===== src/rtl/wb_timer_pkg.sv =====
// -----------------------------------------------------------------------------
// wb_timer_pkg
// Shared constants for the Wishbone machine timer: register word offsets
// (bus address bits [4:2]) and the CTRL enable bit position.
// -----------------------------------------------------------------------------
package wb_timer_pkg;

    // Register word offsets
    localparam logic [2:0] MTIME_LO    = 3'd0;
    localparam logic [2:0] MTIME_HI    = 3'd1;
    localparam logic [2:0] MTIMECMP_LO = 3'd2;
    localparam logic [2:0] MTIMECMP_HI = 3'd3;
    localparam logic [2:0] CTRL        = 3'd4;

    // CTRL.EN bit index and the byte lane that carries it
    localparam int CTRL_EN_BIT  = 0;
    localparam int CTRL_EN_BYTE = CTRL_EN_BIT / 8;

    // Width of the prescaler counter (PRESCALE is at most 65535)
    localparam int PRESCALE_W = 16;

endpackage : wb_timer_pkg


===== src/rtl/timer_prescaler.sv =====
// -----------------------------------------------------------------------------
// timer_prescaler
// Divides the clock by PRESCALE while enabled. The counter runs
// 0..PRESCALE-1 and wraps; tick is high for the single cycle in which the
// counter sits at its last value, i.e. the cycle whose edge performs the wrap.
// With PRESCALE=1 tick is high in every enabled cycle.
//
// Ports
//   clk   : clock, rising edge
//   rst   : synchronous active-high reset, clears the counter
//   en    : count enable; the counter holds while low
//   clr   : synchronous clear of the counter (has priority over en)
//   tick  : one-cycle pulse on each wrap
// -----------------------------------------------------------------------------
module timer_prescaler
    import wb_timer_pkg::*;
#(
    parameter int unsigned PRESCALE = 1
)
(
    input  logic clk,
    input  logic rst,
    input  logic en,
    input  logic clr,
    output logic tick
);

    localparam logic [PRESCALE_W-1:0] CNT_LAST = PRESCALE_W'(PRESCALE - 1);

    logic [PRESCALE_W-1:0] cnt_reg;
    logic [PRESCALE_W-1:0] cnt_next;
    logic                  at_last;

    assign at_last = (cnt_reg == CNT_LAST);
    assign tick    = en & at_last;

    always_comb begin
        cnt_next = cnt_reg;
        if (clr) begin
            cnt_next = '0;
        end else if (en) begin
            cnt_next = at_last ? '0 : cnt_reg + 1'b1;
        end
    end

    always_ff @(posedge clk) begin
        if (rst) begin
            cnt_reg <= '0;
        end else begin
            cnt_reg <= cnt_next;
        end
    end

endmodule : timer_prescaler


===== src/rtl/wb_timer.sv =====
// -----------------------------------------------------------------------------
// wb_timer
// Wishbone classic slave exposing a 64-bit RISC-V style machine timer
// (mtime / mtimecmp) with a prescaler and a level-sensitive interrupt.
//
// Parameters
//   PRESCALE : clock cycles per mtime increment (1..65535)
//
// Ports
//   wb_clk_i  : clock
//   wb_rst_i  : synchronous active-high reset
//   wb_adr_i  : word offset (bus address bits [4:2])
//   wb_dat_i  : write data
//   wb_sel_i  : byte enables, bit n enables byte n
//   wb_we_i   : write enable
//   wb_cyc_i  : bus cycle
//   wb_stb_i  : strobe
//   wb_dat_o  : registered read data, non-zero only while wb_ack_o is high
//   wb_ack_o  : one-cycle transfer acknowledge
//   wb_err_o  : always 0
//   irq_o     : registered (mtime >= mtimecmp)
//
// Register map: 0 MTIME_LO, 1 MTIME_HI, 2 MTIMECMP_LO, 3 MTIMECMP_HI,
// 4 CTRL (bit0 EN), 5..7 unmapped (read 0, writes dropped).
// -----------------------------------------------------------------------------
module wb_timer
    import wb_timer_pkg::*;
#(
    parameter int unsigned PRESCALE = 1
)
(
    input  logic        wb_clk_i,
    input  logic        wb_rst_i,
    input  logic [2:0]  wb_adr_i,
    input  logic [31:0] wb_dat_i,
    input  logic [3:0]  wb_sel_i,
    input  logic        wb_we_i,
    input  logic        wb_cyc_i,
    input  logic        wb_stb_i,
    output logic [31:0] wb_dat_o,
    output logic        wb_ack_o,
    output logic        wb_err_o,
    output logic        irq_o
);

    logic        ack_reg,    ack_next;
    logic [31:0] dat_reg,    dat_next;
    logic [63:0] mtime_reg,  mtime_next;
    logic [63:0] cmp_reg,    cmp_next;
    logic        en_reg,     en_next;
    logic [31:0] shadow_reg, shadow_next;
    logic        irq_reg,    irq_next;

    logic        req;
    logic        wr;
    logic        rd;
    logic        tick;
    logic        clr;
    logic [31:0] byte_mask;
    logic [31:0] mtime_lo_wr;
    logic [31:0] mtime_hi_wr;
    logic [31:0] cmp_lo_wr;
    logic [31:0] cmp_hi_wr;

    // A request is accepted on the edge that raises ack; the ~ack term makes
    // a held strobe produce an ack every second cycle.
    assign req = wb_cyc_i & wb_stb_i & ~ack_reg;
    assign wr  = req &  wb_we_i;
    assign rd  = req & ~wb_we_i;

    // Expand byte enables to a bit mask
    genvar gi;
    generate
        for (gi = 0; gi < 4; gi++) begin : g_byte_mask
            assign byte_mask[gi*8 +: 8] = {8{wb_sel_i[gi]}};
        end
    endgenerate

    // Byte-merged write values for each writable word
    assign mtime_lo_wr = (mtime_reg[31:0]  & ~byte_mask) | (wb_dat_i & byte_mask);
    assign mtime_hi_wr = (mtime_reg[63:32] & ~byte_mask) | (wb_dat_i & byte_mask);
    assign cmp_lo_wr   = (cmp_reg[31:0]    & ~byte_mask) | (wb_dat_i & byte_mask);
    assign cmp_hi_wr   = (cmp_reg[63:32]   & ~byte_mask) | (wb_dat_i & byte_mask);

    // Writing EN=0 restarts the prescaler phase from zero
    assign clr = wr & (wb_adr_i == CTRL) & wb_sel_i[CTRL_EN_BYTE]
               & ~wb_dat_i[CTRL_EN_BIT];

    timer_prescaler #(
        .PRESCALE (PRESCALE)
    ) u_prescaler (
        .clk  (wb_clk_i),
        .rst  (wb_rst_i),
        .en   (en_reg),
        .clr  (clr),
        .tick (tick)
    );

    always_comb begin
        ack_next    = req;
        dat_next    = '0;
        mtime_next  = mtime_reg + 64'(tick);
        cmp_next    = cmp_reg;
        en_next     = en_reg;
        shadow_next = shadow_reg;

        // A write to either mtime half replaces the tick for that cycle:
        // the other half is kept as-is, without increment or carry.
        if (wr) begin
            case (wb_adr_i)
                MTIME_LO:    mtime_next = {mtime_reg[63:32], mtime_lo_wr};
                MTIME_HI:    mtime_next = {mtime_hi_wr, mtime_reg[31:0]};
                MTIMECMP_LO: cmp_next   = {cmp_reg[63:32], cmp_lo_wr};
                MTIMECMP_HI: cmp_next   = {cmp_hi_wr, cmp_reg[31:0]};
                CTRL: begin
                    if (wb_sel_i[CTRL_EN_BYTE]) begin
                        en_next = wb_dat_i[CTRL_EN_BIT];
                    end
                end
                default: ;
            endcase
        end

        // Reading LO latches HI so a following HI read matches this LO value
        if (rd) begin
            case (wb_adr_i)
                MTIME_LO: begin
                    dat_next    = mtime_reg[31:0];
                    shadow_next = mtime_reg[63:32];
                end
                MTIME_HI:    dat_next = shadow_reg;
                MTIMECMP_LO: dat_next = cmp_reg[31:0];
                MTIMECMP_HI: dat_next = cmp_reg[63:32];
                CTRL:        dat_next = {31'd0, en_reg};
                default:     dat_next = '0;
            endcase
        end

        // Compare on the values that will be registered this edge
        irq_next = (mtime_next >= cmp_next);
    end

    always_ff @(posedge wb_clk_i) begin
        if (wb_rst_i) begin
            ack_reg    <= 1'b0;
            dat_reg    <= '0;
            mtime_reg  <= '0;
            cmp_reg    <= '1;
            en_reg     <= 1'b1;
            shadow_reg <= '0;
            irq_reg    <= 1'b0;
        end else begin
            ack_reg    <= ack_next;
            dat_reg    <= dat_next;
            mtime_reg  <= mtime_next;
            cmp_reg    <= cmp_next;
            en_reg     <= en_next;
            shadow_reg <= shadow_next;
            irq_reg    <= irq_next;
        end
    end

    assign wb_ack_o = ack_reg;
    assign wb_dat_o = dat_reg;
    assign wb_err_o = 1'b0;
    assign irq_o    = irq_reg;

endmodule : wb_timer


===== config.mk =====
export PLATFORM = sky130hd
export DESIGN_NAME = wb_timer
export DESIGN_NICKNAME = d
export VERILOG_FILES = /design/src/rtl/wb_timer_pkg.sv /design/src/rtl/timer_prescaler.sv /design/src/rtl/wb_timer.sv
export SDC_FILE = /design/constraint.sdc
export NUM_CORES = 1
export LEC_CHECK = 0
export ABC_AREA = 1
export BUFFER_PORTS_ARGS = -buffer_cell sky130_fd_sc_hd__buf_2
export CAP_MARGIN = 10
export CELL_PAD_IN_SITES_DETAIL_PLACEMENT = 1
export CELL_PAD_IN_SITES_GLOBAL_PLACEMENT = 2
export CORE_MARGIN = 8
export CORE_UTILIZATION = 31
export CTS_CLUSTER_SIZE = 16
export DETAILED_ROUTE_END_ITERATION = 12
export PLACE_DENSITY_LB_ADDON = 0.15
export SLEW_MARGIN = 10
export SYNTH_ARGS = -nofsm -noshare
export SYNTH_HDL_FRONTEND = slang
export SYNTH_SLANG_ARGS = --single-unit

===== constraint.sdc =====
create_clock -name wb_clk_i -period 5 [get_ports wb_clk_i]
set_clock_uncertainty 0.05 [all_clocks]
set_input_delay 0.25 -clock wb_clk_i [delete_from_list [all_inputs] [get_ports wb_clk_i]]
set_output_delay 0.25 -clock wb_clk_i [all_outputs]
set_load 0.02 [all_outputs]

# [Word-level counts from Yosys, hierarchy flattened]
# Index checks and enable logic that the tools add are counted.
[word_totals] input_bits=44 output_inout_bits=35 elab_cells=49 reg_bits=211
[classes] bitwise_logic=22 order_cmp=1 reduce_logical=6 n_eq_ne=4 add_sub_neg=2 mux=6
[ops] cell="$pmux 64 s2" n=2
[ops] cell="$and 32x32->32" n=5
[ops] cell="$pmux 32 s5" n=1
[ops] cell="$mux 64" n=2
[ops] cell="$or 32x32->32" n=4
[ops] cell="$add 64x1->64" n=1
[ops] cell="$ge 64x64->1" n=1
[ops] cell="$not 32->32" n=1
[ops] cell="$add 16x1->16 const B" n=1
[ops] cell="$logic_not 16->1" n=1
[ops] cell="$mux 16" n=1
[ops] cell="$and 1x1->1" n=8
[ops] cell="$eq 3x2->1 const B" n=2
[ops] cell="$not 1->1" n=4
[ops] cell="$reduce_or 2->1" n=2
[ops] cell="$eq 3x1->1 const B" n=1
[ops] cell="$eq 3x3->1 const B" n=1
[ops] cell="$logic_not 3->1" n=1
[ops] cell="$reduce_and 3->1" n=1
[ops] cell="$reduce_and 2->1" n=1

# [Depth between registers and ports, before layout]
[depth] word_depth=7 mapped_depth=28 depth_no_buf=28

# [Hierarchy]
# Synthesis repeated with hierarchy kept, for this count alone.
[unflattened] hier_cells=1986 area_unflattened_um2=13320.3
[by_module_without_submodules] mod="wb_timer" seq_area_each_um2=3903.7 instances=1 cells_each=1841 area_per_inst_um2=12404.4
[by_module_without_submodules] mod="timer_prescaler" seq_area_each_um2=320.3 instances=1 cells_each=145 area_per_inst_um2=915.9

# [Least setup slack after synthesis]
# OpenSTA, ideal clock, no wires.
[synth_path] path_type="register to register" startpoint="reg u_prescaler.cnt_reg[0]" endpoint="reg irq_reg (netlist: irq_o)" slack_ns=1.465 setup_time_ns=0.071 required_ns=4.879 arrival_ns=3.414 synth_period_minus_slack_ns=3.535 stages_incl_launch_ff=27 path_buffers=0 cell_sequence="dfxtp_1 > inv_1 > ha_1 > nand3_1 > nor4_1 > nand3_1 > nor2_1 > ha_1 > ha_1 > nand3_4 > inv_2 > nand2_4 > nor2_4 > nand2_2 > nor2_4 > nand2_2 > nand2_1 > nand2_1 > o21ai_1 > inv_1 > ha_1 > nand2_1 > nor4_1 > nand2_1 > nor3_1 > nand2_1 > a21oi_1"
[synth_between] elab_chain_cells=6
[synth_rtl] item="from (decl)" line_no="timer_prescaler.sv:30" source="logic [PRESCALE_W-1:0] cnt_reg;"
[synth_rtl] item="from (signal assigned)" line_no="timer_prescaler.sv:50" source="cnt_reg <= cnt_next;"
[synth_rtl] item="$logic_not 16->1 (*)" line_no="timer_prescaler.sv:34" source="assign at_last = (cnt_reg == CNT_LAST);"
[synth_rtl] item="$and 1x1->1 (*)" line_no="timer_prescaler.sv:35" source="assign tick = en & at_last;"
[synth_rtl] item="$add 64x1->64 (*)" line_no="wb_timer.sv:102" source="mtime_next = mtime_reg + 64'(tick);"
[synth_rtl] item="$pmux 64 s2" line_no="wb_timer.sv:110" source="case (wb_adr_i)"
[synth_rtl] item="$mux 64 (*)" line_no="wb_timer.sv:109" source="if (wr) begin"
[synth_rtl] item="named net mtime_next[46]" line_no="wb_timer.sv:48" source="logic [63:0] mtime_reg, mtime_next;"
[synth_rtl] item="$ge 64x64->1 (*)" line_no="wb_timer.sv:140" source="irq_next = (mtime_next >= cmp_next);"
[synth_rtl] item="to (signal assigned)" line_no="wb_timer.sv:159" source="irq_reg <= irq_next;"
[synth_rtl] item="to (decl)" line_no="wb_timer.sv:52" source="logic irq_reg, irq_next;"
# The timed path passes the listed nets; every way through them passes the cells marked *.
# A chain may end at the register's enable or synchronous reset.

# [Final worst setup path]
# Ends and elaborated chain as after synthesis.

==> results.sh <==
export IMPL_yosysSeqAreaShare_pct=31.8
export IMPL_use_met2_pct=40.5
export IMPL_hpwlAfterDp_um=48400
export IMPL_htreeDepth=1
export IMPL_vdd_ir_drop_max_v=0.000245
export IMPL_crit_arrival_ns=4.97
export IMPL_yosys_cell_count_top_type="nand2_1"
export IMPL_end_kind="flip-flop"
export IMPL_netlist_area_um2=13300
export IMPL_crit_fanout=7
export IMPL_numClockSinks=211
export IMPL_async_reset_ff_share_pct=0
export IMPL_gr_total_overflow=0
export IMPL_numCtsBuffers=28
export IMPL_yosysTopAreaCell="dfxtp_1"
export IMPL_core_rowCount=76
export IMPL_use_met3_pct=4.02
export IMPL_num_fill_cells=5378
export IMPL_drive_above_1_share_pct=11.3
export IMPL_clk_pin_slew_ns=0.07
export IMPL_viasPerCell=5.51
export IMPL_synth_top_cells_by_area="dfxtp_1 32%, nand2_1 13%, nor2_1 7.6%, ha_1 6.4%, o21ai_0 5.5%"
export IMPL_synth_avg_cell_area_um2=6.68
export IMPL_grt_pass1_vias=14600
export IMPL_drt_iter0_drc=812
export IMPL_synth_cell_types=52
export IMPL_nets=2144
export IMPL_drc=0
export IMPL_synth_top_area_share_pct=31.8
export IMPL_ioPinCount=79
export IMPL_clk_latency_ns=0.58
export IMPL_synthTopCellsByCount="457 x nand2_1, 268 x nor2_1, 211 x dfxtp_1, 176 x inv_1, 146 x o21ai_0"
export IMPL_period_share_pct=90.1
export IMPL_yosysWarningCount=0
export IMPL_grt_use_met1_pct=32.4
export IMPL_setup_viol=0
export IMPL_timing_worst_setup_path_type="flip-flop to flip-flop"
export IMPL_cts_setup_buffers=0
export IMPL_dieArea_um2=49700
export IMPL_dominantRegCellSynth="dfxtp_1"
export IMPL_clockBufferDepth=3
export IMPL_fmax_ghz=0.222
export IMPL_syn_nets=2098
export IMPL_wl_um=62600
export IMPL_synth_edff_count=0
export IMPL_num_vias=14300
export IMPL_wl_per_cell_um=24.1
export IMPL_antenna_left=0
export IMPL_die_h_um=223
export IMPL_cts_tree="yes"
export IMPL_status="finished clean"
export IMPL_power_leakage_nw=6.57
export IMPL_maxCapViolCount=0
export IMPL_drv_slew=0
export IMPL_fin_setup_tns_ns=0
export IMPL_grtUsageTotal_pct=24.6
export IMPL_grt_busiest_layer="met2"
export IMPL_portBuffers=77
export IMPL_synth_seq_cells=211
export IMPL_timing_slew_headroom_pct=27.4
export IMPL_root_buffer="clkbuf_16"
export IMPL_hold_viol=0
export IMPL_grt_pass1_wl_um=93700
export IMPL_startpoint_type="flip-flop"
export IMPL_grt_max_degree=53
export IMPL_critPathBufInv=3
export IMPL_fp_dieW_um=223
export IMPL_syn_inst=1986
export IMPL_area_growth_pct=15.1
export IMPL_antenna_found_initial=1
export IMPL_min_path_type="input port to flip-flop"
export IMPL_place_congestion=0.945
export IMPL_rsz0062_at_grt="false"
export IMPL_drtPass1Iterations=5
export IMPL_design_core_area_um2=42700
export IMPL_crit_required_ns=5.46
export IMPL_critPathTopFamily="simple AND/OR/NAND/NOR gates"
export IMPL_antenna_diode_count=0
export IMPL_tightest_slew_ns=1.09
export IMPL_final_util_pct=35.8
export IMPL_power_density_nw_per_um2=293
export IMPL_period_minus_slack_ns=4.50
export IMPL_cp_slowest_cell="ha_1"
export IMPL_critical_path_max_stage_delay_ns=0.35
export IMPL_start_util_pct=31.1
export IMPL_hold_ws_ns=0.0703
## through the flow
step / cell area, um2 / setup slack, ns / total power (W) / cells
after global routing: 15300 / 0.0565 / 0.00464 / 2598
final: 15300 / 0.496 / 0.00447 / 2598
after detailed placement: 14200 / 0.272 / 0.00230 / 2543
after global placement: 14200 / 0.293 / 0.00229 / 2543
after CTS: 15300 / 0.242 / 0.00452 / 2598
after floorplan: 13300 / 1.47 / 0.00211 / 1986
## layer usage
metal,share of wire [%],wire (um)
met1,46,28800
met2,46,28700
met3,4.8,3000
met4,3.4,2110
met5,0.021,13
## cells in the final DEF (no fill, tap or decap), types with 16 or more instances in the layout
master,n
nor2_2,17
nand3_1,73
a211oi_1,30
o211ai_1,28
nor2_1,267
nand2_1,454
a221oi_1,32
dfxtp_1,211
nand4_1,34
nor3_1,19
o21ai_0,145
inv_1,175
clkbuf_16,28
o22ai_1,95
buf_4,25
ha_1,68
a21oi_1,100
buf_2,76
xor2_1,16
## logic make-up after synthesis
group,synth area share (%)
compound gates,21.7
xor+xnor,1.25
fa+ha+maj,6.41
buf+inv,8.55
flops,31.8
mux,0.0754
other cells,0.0283
simple gates,30.1
## worst reg2reg max path, stage by stage (launching register included)
cell and delay [ns]:
dfxtp_1 0.34, inv_1 0.08, ha_1 0.14, nand3_1 0.07
nor4_1 0.18, nand3_1 0.18, nor2_1 0.19, ha_1 0.32
ha_1 0.35, nand3_4 0.20, nor2_4 0.20, nand4_1 0.20
nor2_2 0.26, nand3_1 0.11, nand2_1 0.07, nand3_1 0.07
nand2_1 0.10, inv_1 0.05, ha_1 0.27, nand2_1 0.08
nor2_1 0.15, nand4_1 0.18, nor2_1 0.19, inv_1 0.06
nor3_1 0.18, nand2_1 0.08, a21oi_1 0.12
## final timing paths
path / endpoint / cells past startpoint / startpoint / slack [ns]
min: cmp_reg[21] / 5 / wb_dat_i[21] / 0.07
max: irq_o / 26 / u_prescaler.cnt_reg[0] / 0.50
min reg2reg: shadow_reg[9] / 2 / shadow_reg[9] / 0.45
max reg2reg: irq_o / 26 / u_prescaler.cnt_reg[0] / 0.50
## area by class of cell
class | count | area, um2 | share of cell area (%)
clock buffers | 39 | 792 | 5.19
clock inverters | 11 | 194 | 1.27
inverters | 192 | 721 | 4.72
multi-input cells | 1488 | 7930 | 52.0
flip-flops and latches | 211 | 4220 | 27.7
well taps | 546 | 683 | 4.48
repair buffers | 111 | 718 | 4.70
## repair_timing
item                       CTS  global route
gates resized for setup      0             2
hold buffers                 5             0
setup endpoints to repair    0             1
hold endpoints to repair     4             0
## report_power, final
| group | internal (W) | total (W) | switching, W |
|---|---|---|---|
| Clock | 0.00136 | 0.00220 | 0.000839 |
| Sequential | 0.00174 | 0.00177 | 0.0000366 |
| Combinational | 0.000152 | 0.000502 | 0.000350 |
No activity file was read; power rests on OpenSTA's default activity.
